File: config.mk
export PLATFORM = sky130hd
export DESIGN_NAME = ffo32_scan_sequencer
export DESIGN_NICKNAME = d
export VERILOG_FILES = /design/src/rtl/ffo32_scan_sequencer.sv
export SDC_FILE = /design/constraint.sdc
export NUM_CORES = 1
export LEC_CHECK = 0
export ABC_AREA = 1
export CAP_MARGIN = 20
export CORE_MARGIN = 2
export CORE_UTILIZATION = 47
export CTS_CLUSTER_SIZE = 28
export DETAILED_ROUTE_END_ITERATION = 6
export PLACE_DENSITY = 0.8
export SLEW_MARGIN = 30
export SYNTH_ARGS = -nofsm -noshare
export SYNTH_HDL_FRONTEND = slang
export SYNTH_SLANG_ARGS = --single-unit
File: constraint.sdc
create_clock -name clock -period 1.9 [get_ports clock]
set_input_delay 0.285 -clock clock [delete_from_list [all_inputs] [get_ports clock]]
set_output_delay 0.285 -clock clock [all_outputs]
set_load 0.03 [all_outputs]
File: src/rtl/ffo32_scan_sequencer.sv
// Walks every set bit of a word through the sequential 32-bit find-first-one engine.
// Define FFO_SEQ_STATS_EN to add the hit_count output.
module ffo32_scan_sequencer #(
    parameter int MAX_HITS = 32
) (
    input  logic        clock,
    input  logic        reset_n,
    input  logic        vec_valid,
    input  logic [0:31] vec_in,
    output logic        vec_ready,
    output logic        ffo_start,
    output logic [0:31] ffo_b,
    input  logic        ffo_v,
    input  logic [4:0]  ffo_p,
    input  logic        ffo_ready,
    output logic        idx_valid,
    output logic [4:0]  idx,
    input  logic        idx_ready,
    output logic        word_done
`ifdef FFO_SEQ_STATS_EN
    ,
    output logic [5:0]  hit_count
`endif
);

    typedef enum logic [2:0] {
        IDLE,
        LAUNCH,
        WAIT,
        EMIT,
        DONE
    } state_t;

    localparam logic [5:0] MAX = 6'(MAX_HITS);

    state_t      state;
    logic [0:31] w;
    logic [5:0]  hits;

    assign vec_ready = (state == IDLE);
    assign ffo_start = (state == LAUNCH);
    assign idx_valid = (state == EMIT);
    assign word_done = (state == DONE);
    assign ffo_b     = w;

    always_ff @(posedge clock or negedge reset_n) begin
        if (!reset_n) begin
            state <= IDLE;
            w     <= '0;
            hits  <= '0;
            idx   <= '0;
`ifdef FFO_SEQ_STATS_EN
            hit_count <= '0;
`endif
        end else begin
            unique case (state)
                IDLE: begin
                    if (vec_valid) begin
                        w    <= vec_in;
                        hits <= '0;
                        if (vec_in != '0) begin
                            state <= LAUNCH;
                        end else begin
                            state <= DONE;
`ifdef FFO_SEQ_STATS_EN
                            hit_count <= '0;
`endif
                        end
                    end
                end
                LAUNCH: state <= WAIT;
                WAIT: begin
                    if (ffo_ready) begin
                        if (ffo_v) begin
                            idx      <= ffo_p;
                            w[ffo_p] <= 1'b0;
                            if (hits != MAX) begin
                                hits <= hits + 6'd1;
                            end
                            state <= EMIT;
                        end else begin
                            // engine found nothing although W was nonzero
                            state <= DONE;
`ifdef FFO_SEQ_STATS_EN
                            hit_count <= hits;
`endif
                        end
                    end
                end
                EMIT: begin
                    if (idx_ready) begin
                        if (w == '0 || hits >= MAX) begin
                            state <= DONE;
`ifdef FFO_SEQ_STATS_EN
                            hit_count <= hits;
`endif
                        end else begin
                            state <= LAUNCH;
                        end
                    end
                end
                DONE:    state <= IDLE;
                default: state <= IDLE;
            endcase
        end
    end

endmodule

==> results.md, run 1 <==
Outcome:
- The run finished with clean final reports.

Synthesis:
- The compound-gate portion of the synthesized area is 9.12%.
- The flip-flop and latch count after synthesis is 46.
- By area, the combinational part of the netlist is dominated by simple AND/OR/NAND/NOR gates.
- The total number of yosys warnings is 0.
- The adder-cell area share of the yosys netlist is 0.921%.
- The portion of the post-synthesis area used by sequential elements is 42.4%.
- The area share of the leading cell type in the synthesized netlist is 42.4%.
- Counting every net in the synthesized netlist gives 447.
- The xor-xnor portion of the synthesized cell area is 0.322%.
- The multiplexer share of the synthesized area is 0%.
- In this run the mean area of a mapped cell was 6.76 um^2.
- The synthesized instance count is 402.
- Counting distinct cell types in the post-synthesis netlist gives 23.
- Of all cell types, the one taking the most synthesized area is sky130_fd_sc_hd__dfrtp_1.
- The cell area after synthesis is 0.00272 mm^2.
- The post-synthesis share of cell area spent on and, or, nand and nor gates is 38.6%.
- By area the synthesized netlist is led by sky130_fd_sc_hd__dfrtp_1, sky130_fd_sc_hd__nand2_1, sky130_fd_sc_hd__o21ai_0.

Worst setup path:
- The required time reported for the critical path endpoint is 1.62 ns.
- The longest individual stage delay on the worst path is 0.45 ns.
- At the worst endpoint, the arrival time is 1.54 ns.
- The endpoint of the worst-slack reg-to-reg timing path is ffo_b[24]$_DFFE_PN0P_.
- The maximum fanout along the worst path is 4.
- The kind of start point of the critical path is a flip-flop.
- The slowest cell on the critical path is sky130_fd_sc_hd__dfrtp_1.
- The depth of the worst register-to-register path is 8.
- The worst setup path is captured at an output pin.
- The start-to-end type of the worst setup path is reg2out.
- The sum of buffers and inverters on the critical path is 2.
- The register-to-register setup slack is 0.38 ns.
- Traced cell by cell, the critical path runs through inv_1, nand2_1, nor2_2, clkdlybuf4s15_1.
- In this run the critical register-to-register path is launched from state[2]$_DFFE_PN0P_.
- The cell family contributing the most delay on the critical path is buffers and inverters.

Routing:
- The first-iteration detailed-routing DRC count is 137.
- After detailed routing, the number of vias per cell comes to 5.14.
- The average wire per standard cell is 13.1 um.
- The number of nets with antenna violations after routing is 0.
- After detailed routing, the total wire length is 7360 um.
- The via count is 2885.
- The first detailed-routing pass took 6 iterations.
- After detailed routing, the number of remaining DRC violations is 0.

Power:
- The switching component of the power is 2.87 mW.
- In this run the power density over the cells is 1590 mW/mm^2.
- Combinational logic is responsible for 60.8% of the overall power.
- Registers are responsible for 28.4% of the overall power.
- The power share of the clock group is 10.8%.
- In this run switching power makes up 48.6% of total power.
- The maximum VDD drop is 0.887 mV.
- The cell internal power dissipation is 3.04 mW.
- The leakage power total is 1.81 nW.

Clocking:
- For this design, the sink count on the clock tree is 46.
- The level count of the clock H-tree is 2.
- The tree is rooted in a sky130_fd_sc_hd__clkbuf_8.
- No sink is reached through more buffers than the 2 on the longest clock path.
- The latest clock arrival within the worst-skew pair is 0.31 ns.
- Clock-pin slew was measured on the worst setup and hold paths at 0.09 ns.
- TritonCTS built the clock tree.
- Buffers inserted during clock tree synthesis total 5.
- After clock tree synthesis, the setup repair step added 0 buffers.

Placed design:
- Once placement completed, the tool counted placed cells totaling 553.
- The count of port buffers added during placement is 83.
- Detailed placement finished with a half-perimeter wire length of 5700 um.
- The final weighted congestion of routability-driven global placement is 0.907.

GRT:
- For this run, the total global-route usage over all layers was measured as 25.1%.
- The via count of the first global-routing pass is 2704.
- The first-pass GRT wire length is 12300 um.
- The total overflow left after global routing is 0.
- The pin count of the biggest net entering global routing is 36.
- The initial antenna violation count came to 0.

STA:
- The setup total negative slack is 0 ns.
- Derived from the worst setup path, the maximum achievable clock frequency is 0.549 GHz.
- In the finished design, the share of the clock period the worst path needs comes to 95.9%.
- For the pin with the worst max-slew slack, the measured transition is 0.728 ns.
- The final max-slew violation count is 0.
- The minimum clock period is 1.82 ns.
- Setup violations remaining at the end of the flow were counted as 0.
- Hold is met by 0.0273 ns.
- The worst pin sits at a relative slew slack of 51.4%.
- Setup repair after global routing left no endpoint under its margin.
- The number of hold-slack violations in the final timing report is 0.
- Between clock sinks in the finished design, the worst skew comes to 0.00753 ns.

Floorplan:
- The die span in x is 80.0 um.
- The total die area is 0.00640 mm^2.
- The die extent in y is 80.0 um.
- The total number of placement rows is 27.
- The initial utilization of the core area, before any placement, comes to 49.0%.
- The core region is 0.00554 mm^2.
- The I/O pin count is 84.

Cells and area:
- The number of nets in the finished design is 533.
- The leading cell type in the layout, fill and taps excluded is sky130_fd_sc_hd__nand2_1.
- The number of antenna diodes is 0.
- In the layout the commonest cells are sky130_fd_sc_hd__nand2_1, sky130_fd_sc_hd__clkdlybuf4s50_1, sky130_fd_sc_hd__nor2_1, sky130_fd_sc_hd__dfrtp_1, sky130_fd_sc_hd__o21ai_0.
- The share of cells above drive strength 1 is 5.73%.
- The final standard cell count with taps included and fillers excluded is 561.
- The layout overhead on the synthesized area is 37.0%.

Hold path:
- The type of the worst min-delay path is in2async.

Run:
- The count of max-cap constraint violations is 0.
[stage by stage]
stage	cell area [um^2]	power (mW)	setup slack [ns]	util, %
floorplan	2720	4.04	0.439	-
global placement	3630	5.22	0.214	65.5
detailed placement	3630	5.31	0.137	65.5
CTS	3720	5.94	0.0739	67.2
global route	3720	6.41	0.0134	67.2
finish	3720	5.91	0.0787	67.2
[logic make-up (layout without fill, tap and decap cells)]
group / count (synthesis) / in the layout
simple gates: 250 / 250
buf+inv: 54 / 141
compound gates: 49 / 49
flops: 46 / 46
fa+ha+maj: 2 / 2
xor+xnor: 1 / 1
[sequential cells by signal, summed over array words and instances (netlist names)]
| signal | count |
|---|---|
| state | 3 |
| idx | 5 |
| hits | 6 |
| ffo_b | 32 |
[metal layers]
layer	share of wire (%)	track usage (%)	up-vias
met5	0	0	-
met1	43	32.7	1329
met2	49	42.8	110
met3	6.4	3.05	11
li1	-	-	1435
met4	1.8	9.15	0
[how the worst max path moves through the flow]
stage,startpoint,to,slack (ns),cells after the start
3_5_place_dp,state[1]$_DFFE_PN0P_,idx_valid,0.14,3
2_1_floorplan,state[2]$_DFFE_PN0P_,vec_ready,0.44,2
4_1_cts,state[2]$_DFFE_PN0P_,idx_valid,0.07,4
5_1_grt,state[0]$_DFFE_PN0P_,vec_ready,0.01,3
3_3_place_gp,state[1]$_DFFE_PN0P_,idx_valid,0.21,3
6_report,state[2]$_DFFE_PN0P_,idx_valid,0.08,4
[power by group through the flow]
stage | Sequential, mW | Clock [mW] | Combinational, mW
6_report | 1.68 | 0.637 | 3.59
5_1_grt | 1.74 | 0.688 | 3.98
4_1_cts | 1.68 | 0.645 | 3.61
3_5_place_dp | 1.70 | 0 | 3.61
3_3_place_gp | 1.69 | 0 | 3.54
2_1_floorplan | 2.27 | 0 | 1.77
[synth_stat cells, drive strengths merged]
cell type,instances
a21oi,1
and2,2
a21boi,1
clkbuf,8
dfrtp,46
buf,5
ha,2
nand3,39
nand3b,1
nand2,151
xor2,1
nor2,49
o21ai,47
nor3,6
nand4,2
inv,41
[worst reg2reg max path, cell delays in order, from the launching register on]
cell                       delay, ns
sky130_fd_sc_hd__dfrtp_1        0.45
sky130_fd_sc_hd__nor2_2         0.20
sky130_fd_sc_hd__o21ai_0        0.13
sky130_fd_sc_hd__nand3b_4       0.18
sky130_fd_sc_hd__inv_2          0.08
sky130_fd_sc_hd__buf_12         0.17
sky130_fd_sc_hd__nand2_1        0.07
sky130_fd_sc_hd__nand2_1        0.05
sky130_fd_sc_hd__o21ai_0        0.08
[timing repair]
item                                    in CTS  in global routing
endpoints found under the setup margin       3                  1
hold buffers                                 0                  0
pin swaps                                    0                  0
endpoints found under the hold margin        0                  0
gates resized for setup                      3                  1
[layout make-up]
type	instances	area (um^2)
clock buffers	6	82.6
clock inverters	2	12.5
fillers	539	1820
inverters	41	154
multi-input cells	302	1330
flip-flops and latches	46	1150
well taps	72	90.1
repair buffers	92	901
Note: power is estimated with default switching activity, not from simulation.
==> inputs of run 2 (changes only) <==
PLACE_DENSITY = 0.83   (was 0.8)
==> run 2 against run 1 <==
  * First-iteration DRC count is 34% higher
  * Sequential share of layout area down 0.13 points
  * Utilization rose by 0.29 points
  * Non-clock buffer count down 1
  * Die area unchanged
  * Cell area rose by 0.44%
  * Highest routed layer unchanged
==> results.md, run 2 (same netlist as run 1, synthesis figures left out) <==
Power:
- The total power is 5.97 mW (+1.1%).
- The maximum VDD drop is 0.724 mV (-18%).
- The power per unit of standard cell area is 1600 mW/mm^2 (+0.65%).
- The leakage power total is 1.82 nW (+0.48%).

Cells and area:
- The number of flip-flops in the largest register is 32 (unchanged).
- The share of cells above drive strength 1 was 5.33% (-0.40 points).
- The post-route core utilization is 67.5% (+0.29 points).
- The leading cell type in the layout, fill and taps excluded is sky130_fd_sc_hd__nand2_1.
- The number of nets in the finished design is 532 (-0.19%).
- The layout overhead on the synthesized area is 37.6%.
- The number of antenna diodes is 0 (unchanged).
- Leaving out fill and tap cells, the most frequent cells in the layout are sky130_fd_sc_hd__nand2_1, sky130_fd_sc_hd__clkdlybuf4s50_1, sky130_fd_sc_hd__nor2_1, sky130_fd_sc_hd__dfrtp_1, sky130_fd_sc_hd__o21ai_0.

Floorplan:
- The total number of placement rows is 27 (unchanged).
- The die span in x came to 80.0 um (unchanged).
- The I/O pin count is 84 (unchanged).
- The initial core utilization is 49.0% (unchanged).
- The total die area is 0.00640 mm^2 (unchanged).
- The die extent in y is 80.0 um (unchanged).
- The core footprint is 0.00554 mm^2 (unchanged).

GRT:
- The global-route congestion overflow total came to 0 (unchanged).
- The pin count of the biggest net entering global routing came to 36 (unchanged).
- The global routing usage summed across all routing layers is 24.8% (-0.27 points).
- The first-pass GRT wire length is 12300 um (unchanged).
- The via count of the first global-routing pass is 2671 (-1.2%).
- The initial antenna violation count is 0 (unchanged).

Worst setup path:
- The maximum fanout along the worst path is 5 (+1).
- The start-to-end type of the worst setup path is reg2out.
- The required time reported for the critical path endpoint is 1.62 ns (about the same).
- The depth of the worst register-to-register path is 8 (unchanged).
- The worst register-to-register path begins at state[2]$_DFFE_PN0P_.
- The register-to-register setup slack was 0.35 ns (-0.03 ns).
- In this run the critical register-to-register path is captured at ffo_b[24]$_DFFE_PN0P_.
- The arrival time of data at the critical path endpoint was 1.50 ns (-0.04 ns).
- STA classifies the critical path startpoint as a flip-flop.
- The endpoint class of the critical path is an output pin.
- The critical path starts at state[1]$_DFFE_PN0P_.
- The most critical setup path has its endpoint at idx_valid.

Run:
- The count of max-cap constraint violations is 0 (unchanged).

Routing:
- The detailed-route wire length came to 7510 um (+2.2%).
- The detailed-router iteration count before antenna repair is 5 (-1).
- The detailed-route vias per instance was 5.09 (-0.97%).
- The routed length on met1 is 3240 um (+2.4%).
- The number of nets with antenna violations after routing is 0 (unchanged).
- The average wire per standard cell is 13.4 um (+2.3%).
- The via count was 2852 (-1.1%).
- The count of unresolved DRC violations after routing is 0 (unchanged).
- The routed wire length on met3 is 441 um (-6.2%).
- The uppermost signal routing layer after detailed routing is met4.
- The first-iteration detailed-routing DRC count is 184 (+34%).
- The met2 routed wirelength is 3710 um (+3.4%).

Clocking:
- The maximum buffer depth of the clock tree is 2 (unchanged).
- CTS placed an instance of sky130_fd_sc_hd__clkbuf_8 at the clock tree root.
- The latest clock arrival within the worst-skew pair came to 0.31 ns (about the same).
- The clock transition at the registers of the reported paths is 0.09 ns (about the same).
- The clock tree from TritonCTS is built.
- The total clock sinks is 46 (unchanged).
- The number of buffers created by CTS came to 5 (unchanged).
- The level count of the clock H-tree is 2 (unchanged).

STA:
- The maximum clock rate is 0.560 GHz (+2.1%).
- The number of hold-slack violations in the final timing report is 0 (unchanged).
- The final number of setup-violating endpoints is 0 (unchanged).
- The minimum clock period was 1.78 ns (-0.0369 ns).
- The final max-slew violation count was 0 (unchanged).
- The slew at the pin closest to its max-slew limit came to 0.550 ns (-0.179 ns).
- The share of the clock period used by the worst path after layout came to 93.9% (-1.9 points).
- The worst relative slew slack came to 63.4% (+12 points).
- The final clock skew is 0.0132 ns (+0.00565 ns).
- The setup total negative slack is 0 ns (unchanged).
- Setup repair after global routing left no endpoint under its margin.

Placed design:
- The count of port buffers added during placement came to 83 (unchanged).
- The final weighted congestion of routability-driven global placement is 0.920 (+1.5%).
- The detailed placer's ending HPWL is 5720 um (+0.41%).

Hold path:
- The type of the worst min-delay path is in2async.

Outcome:
- The flow ran to the end, and the final reports show no timing, DRC or antenna violations.
-- run 2: worst min path at each step --
| stage | slack (ns) | endpoint | cells after the start | start |
|---|---|---|---|---|
| 2_1_floorplan | -0.01 | ffo_b[0]$_DFFE_PN0P_ | 0 | reset_n |
| 3_3_place_gp | 0.29 | ffo_b[19]$_DFFE_PN0P_ | 1 | reset_n |
| 3_5_place_dp | 0.30 | ffo_b[16]$_DFFE_PN0P_ | 1 | reset_n |
| 4_1_cts | 0.50 | idx[0]$_DFFE_PN0P_ | 2 | idx[0]$_DFFE_PN0P_ |
| 5_1_grt | 0.52 | idx[0]$_DFFE_PN0P_ | 2 | idx[0]$_DFFE_PN0P_ |
| 6_report | 0.49 | ffo_b[16]$_DFFE_PN0P_ | 2 | reset_n |
-- run 2: timing repair --
| item | in CTS | in global routing |
|---|---|---|
| setup endpoints to repair | 3 | 0 |
| gates resized for setup | 3 | 0 |
| endpoints found under the hold margin | 22 | 0 |
| hold buffers | 1 | 0 |
| buffers inserted | 0 | 0 |
-- run 2: worst max-delay path, stage by stage (launching register included) --
cell	delay, ns
sky130_fd_sc_hd__dfrtp_1	0.50
sky130_fd_sc_hd__inv_1	0.11
sky130_fd_sc_hd__nor2_2	0.17
sky130_fd_sc_hd__dlygate4sd2_1	0.42
-- run 2: metrics by stage --
stage	setup WS (ns)	cell area [um^2]	hold slack (ns)	std cells
final	0.116	3740	0.489	560
after global routing	0.0270	3740	0.520	560
after CTS	0.106	3740	0.499	560
after detailed placement	0.172	3630	0.302	551
after global placement	0.211	3630	0.291	551
after floorplan	0.439	2720	-0.0106	402
-- run 2: power by group --
part | leakage (nW) | total [mW] | switching (mW) | internal (mW)
Combinational | 1.17 | 3.62 | 2.24 | 1.38
Sequential | 0.595 | 1.68 | 0.321 | 1.36
Clock | 0.0544 | 0.674 | 0.340 | 0.334
-- run 2: layout make-up --
cell class | instances | area, um^2
timing repair buffer | 91 | 907
clock inverter | 1 | 8.76
clock buffer | 7 | 96.3
inverter | 41 | 154
multi-input combinational | 302 | 1330
fill | 483 | 1800
sequential | 46 | 1150
tap | 72 | 90.1
-- run 2: metal layers --
metal / GRT usage [%] / vias to the layer above
li1: - / 1438
met1: 33.0 / 1297
met2: 41.9 / 106
met3: 4.07 / 11
met4: 6.78 / 0
met5: 0 / -
==> inputs of run 3 (changes only) <==
ABC_AREA = unset   (was 1)
CORE_UTILIZATION = 45   (was 47)
==> run 3 against run 2 <==
  * Final cell count shrank 21%
  * Die area shrank 5.8%
  * Highest routed layer unchanged
  * Critical endpoint is now hits[5]$_DFFE_PN0P_
  * Largest cell class unchanged
  * Setup slack gained 0.044 ns
  * Combinational power shrank 6.4%
  * Via count shrank 11%
  * Fmax grew 2.5%
  * Flip-flop and latch count is the same
==> results.md, run 3 <==
Outcome:
- The flow ran to the end, and the final reports show no timing, DRC or antenna violations.

GRT:
- The initial antenna violation count is 0 (unchanged).
- The global-route congestion overflow total came to 0 (unchanged).
- The first-pass GRT wire length is 12600 um (+2.4%).
- The global routing usage summed across all routing layers is 26.4% (+1.6 points).
- The met2 capacity usage during global routing is 43.5% (+1.6 points).
- The met1 usage is 36.2% (+3.2 points).
- The via count of the first global-routing pass is 2542 (-4.8%).
- The pin count of the biggest net entering global routing is 27 (-25%).
- The global routing usage on met3 is 4.07% (about the same).
- The most heavily used metal layer in global routing is met2.

Synthesis:
- The synthesized instance count is 274 (-32%).
- After synthesis, the cell types taking the most area are sky130_fd_sc_hd__dfrtp_1, sky130_fd_sc_hd__nand2_1, sky130_fd_sc_hd__o21ai_0.
- In the synthesized netlist the dominant register cell turns out to be sky130_fd_sc_hd__dfrtp_1.
- In the synthesized netlist, the cells that appear most often are sky130_fd_sc_hd__nand2_1, sky130_fd_sc_hd__dfrtp_1, sky130_fd_sc_hd__o21ai_0, sky130_fd_sc_hd__a21oi_1, sky130_fd_sc_hd__a22o_1.
- sky130_fd_sc_hd__nand2_1 is the most common cell in the netlist.
- The number of distinct library cells after synthesis came to 38 (+65%).
- The portion of the post-synthesis area used by sequential elements was 47.2% (+4.8 points).
- The fraction of registers with async set/reset is 100% (unchanged).
- The average cell area after synthesis is 8.91 um^2 (+32%).
- The post-synthesis net count was 319 (-29%).
- The total number of yosys warnings is 0 (unchanged).
- The flip-flop and latch count after synthesis is 46 (unchanged).
- The area share of the leading cell type in the synthesized netlist is 47.2% (+4.8 points).
- The number of synthesized flops with an enable pin came to 0 (unchanged).
- The cell area after synthesis is 0.00244 mm^2 (-10%).
- The largest area contributor in the synthesized netlist is sky130_fd_sc_hd__dfrtp_1.

Run:
- The count of max-cap constraint violations is 0 (unchanged).

Floorplan:
- The core footprint is 0.00517 mm^2 (-6.6%).
- The total die area is 0.00603 mm^2 (-5.8%).
- The total number of placement rows came to 26 (-3.7%).
- The initial core utilization is 47.2% (-1.8 points).
- The die span in x is 77.7 um (-3.0%).
- The I/O pin count was 84 (unchanged).
- The die extent in y came to 77.7 um (-3.0%).

Worst setup path:
- The depth of the worst register-to-register path is 4 (-4).
- The startpoint identified for the worst register-to-register timing path is state[1]$_DFFE_PN0P_.
- The endpoint class of the critical path is a flip-flop.
- The sum of buffers and inverters on the critical path is 0 (-2).
- The most critical setup path has its startpoint at state[1]$_DFFE_PN0P_.
- The kind of start point of the critical path is a flip-flop.
- The critical path in this run is classified as reg2reg.
- The gate family responsible for the most delay along the worst path is simple AND/OR/NAND/NOR gates.
- For this design, the slowest cell found on the critical path is sky130_fd_sc_hd__or4_1.
- Traced cell by cell, the critical path runs through nand2b_1, a211o_1, or4_1, a21oi_1.
- The arrival time of data at the critical path endpoint is 1.97 ns (+0.47 ns).
- The required time reported for the critical path endpoint is 2.13 ns (+0.51 ns).
- The maximum fanout along the worst path was 12 (+7).
- The number of stages on the worst setup path is 4 (+1).
- The longest individual stage delay on the worst path is 0.51 ns (about the same).

STA:
- The slew at the pin closest to its max-slew limit is 0.514 ns (-0.0359 ns).
- The final max-slew violation count was 0 (unchanged).
- The setup total negative slack was 0 ns (unchanged).
- The final clock skew is 0.0105 ns (-0.00267 ns).
- The share of the clock period used by the worst path after layout is 91.6% (-2.3 points).
- The final number of setup-violating endpoints is 0 (unchanged).
- The minimum clock period is 1.74 ns (-0.0441 ns).
- The number of hold-slack violations in the final timing report is 0 (unchanged).
- The maximum clock rate came to 0.575 GHz (+2.5%).
- Setup repair after global routing left no endpoint under its margin.
- The worst relative slew slack came to 65.7% (+2.4 points).

Routing:
- The via count is 2539 (-11%).
- The number of nets with antenna violations after routing is 0 (unchanged).
- The average wire per standard cell is 17.1 um (+27%).
- The count of unresolved DRC violations after routing came to 0 (unchanged).
- The first-iteration detailed-routing DRC count is 241 (+31%).
- The detailed-route wire length is 7580 um (+0.88%).
- The detailed-router iteration count before antenna repair is 4 (-1).
- The detailed-route vias per instance is 5.72 (+12%).

Placed design:
- The count of port buffers added during placement is 83 (unchanged).
- The final weighted congestion of routability-driven global placement was 0.887 (-3.7%).
- The detailed placer's ending HPWL is 5940 um (+3.9%).

Cells and area:
- The number of nets in the finished design was 418 (-21%).
- The share of cells above drive strength 1 is 12.8% (+7.5 points).
- The number of flip-flops in the largest register was 32 (unchanged).
- The leading cell type in the layout, fill and taps excluded is sky130_fd_sc_hd__clkdlybuf4s50_1.
- The post-route core utilization came to 69.8% (+2.3 points).
- The number of inserted filler cells in the final layout is 411 (-15%).
- Leaving out fill and tap cells, the most frequent cells in the layout are sky130_fd_sc_hd__clkdlybuf4s50_1, sky130_fd_sc_hd__nand2_1, sky130_fd_sc_hd__dfrtp_1, sky130_fd_sc_hd__o21ai_0, sky130_fd_sc_hd__buf_4.
- The number of antenna diodes is 0 (unchanged).
- The layout overhead on the synthesized area is 47.9%.

Power:
- The cell internal power dissipation is 3.16 mW (+2.9%).
- The power share of the clock group is 10.6% (-0.7 points).
- The switching component of the power came to 2.66 mW (-8.3%).
- The combinational cell fraction of total power is 58.2% (-2.4 points).
- The maximum VDD drop came to 0.798 mV (+10%).
- The part of the power in registers is 31.3% (+3.2 points).
- The leakage power total is 1.54 nW (-15%).
- The power per unit of standard cell area is 1610 mW/mm^2 (+0.93%).
- The switching share of power was 45.7% (-2.9 points).
- The total power was 5.82 mW (-2.5%).

Hold path:
- The worst hold path belongs to the class in2async.

Clocking:
- The level count of the clock H-tree is 2 (unchanged).
- The clock transition at the registers of the reported paths was 0.09 ns (about the same).
- The latest clock arrival within the worst-skew pair is 0.30 ns (about the same).
- The tree is rooted in a sky130_fd_sc_hd__clkbuf_8.
- The maximum buffer depth of the clock tree is 2 (unchanged).
- The total clock sinks is 46 (unchanged).
- The number of buffers created by CTS was 5 (unchanged).
- The clock tree from TritonCTS is built.
## run 3: cell count changes after synthesis, sizes merged, moves of 5 or more
cell / change
nor3b: +7
nand2: -98
nor2: -46
o21ai: -12
nor4: +15
inv: -35
nand3: -34
a21oi: +15
mux2: +6
buf: +5
a22o: +16
## run 3: worst reg2reg max path, cell delays in order (launching register included)
cell,delay (ns)
sky130_fd_sc_hd__dfrtp_2,0.49
sky130_fd_sc_hd__nand2b_1,0.23
sky130_fd_sc_hd__a211o_1,0.30
sky130_fd_sc_hd__or4_1,0.51
sky130_fd_sc_hd__a21oi_1,0.15
## run 3: cell type report
type                       instances  area (um^2)  share of cell area (%)
sequential                        46         1150                    31.9
clock inverter                     1         5.00                   0.139
tap                               70         87.6                    2.43
multi-input combinational        202         1190                    33.0
inverter                           6         22.5                   0.624
clock buffer                       7         86.3                    2.39
timing repair buffer             112         1060                    29.5
## run 3: what timing repair did
item,4_1_cts,5_1_grt
gates resized for setup,4,1
hold buffers,1,0
setup endpoints to repair,4,3
buffers inserted,0,0
hold endpoints to repair,20,0
## run 3: logic make-up (layout without fill, tap and decap cells)
kind of cell             Yosys count  after routing  share of synthesized area [%]
multiplexers                       8              8                           3.59
AND/OR/NAND/NOR                  112            112                           23.3
adder cells (fa/ha/maj)            2              2                           1.02
buffers and inverters             26            126                           4.66
AO/OA/AOI/OAI                     80             80                           20.2
flip-flops                        46             46                           47.2
## run 3: final timing paths
path / endpoint / slack (ns)
worst max-delay path: hits[5]$_DFFE_PN0P_ / 0.16
worst min-delay path: ffo_b[8]$_DFFE_PN0P_ / 0.49
worst max register to register: hits[5]$_DFFE_PN0P_ / 0.16
worst min register to register: idx[3]$_DFFE_PN0P_ / 0.51
max in group asynchronous: state[1]$_DFFE_PN0P_ / 0.89
min in group clock: idx[3]$_DFFE_PN0P_ / 0.51
## run 3: metal layers
layer | up-vias | wire, um | share of wire [%]
li1 | 1196 | - | -
met1 | 1229 | 3300 | 44
met2 | 97 | 3630 | 48
met3 | 17 | 494 | 6.5
met4 | 0 | 156 | 2.1
met5 | - | 0 | 0
## run 3: power by group through the flow
stage,Combinational [mW],Sequential [mW],Clock (mW)
5_1_grt,3.62,1.86,0.667
4_1_cts,3.39,1.81,0.625
3_5_place_dp,3.38,1.82,0
6_report,3.39,1.82,0.615
2_1_floorplan,1.26,2.44,0
3_3_place_gp,3.29,1.81,0
## run 3: stage by stage
step	area, um^2	instances	setup slack (ns)	hold WS (ns)
final	3610	444	0.160	0.491
after global routing	3610	444	0.0745	0.544
after CTS	3610	444	0.0982	0.502
after detailed placement	3510	435	-0.0584	0.288
after global placement	3510	435	-0.0397	0.271
after floorplan	2450	274	0.132	-0.0106
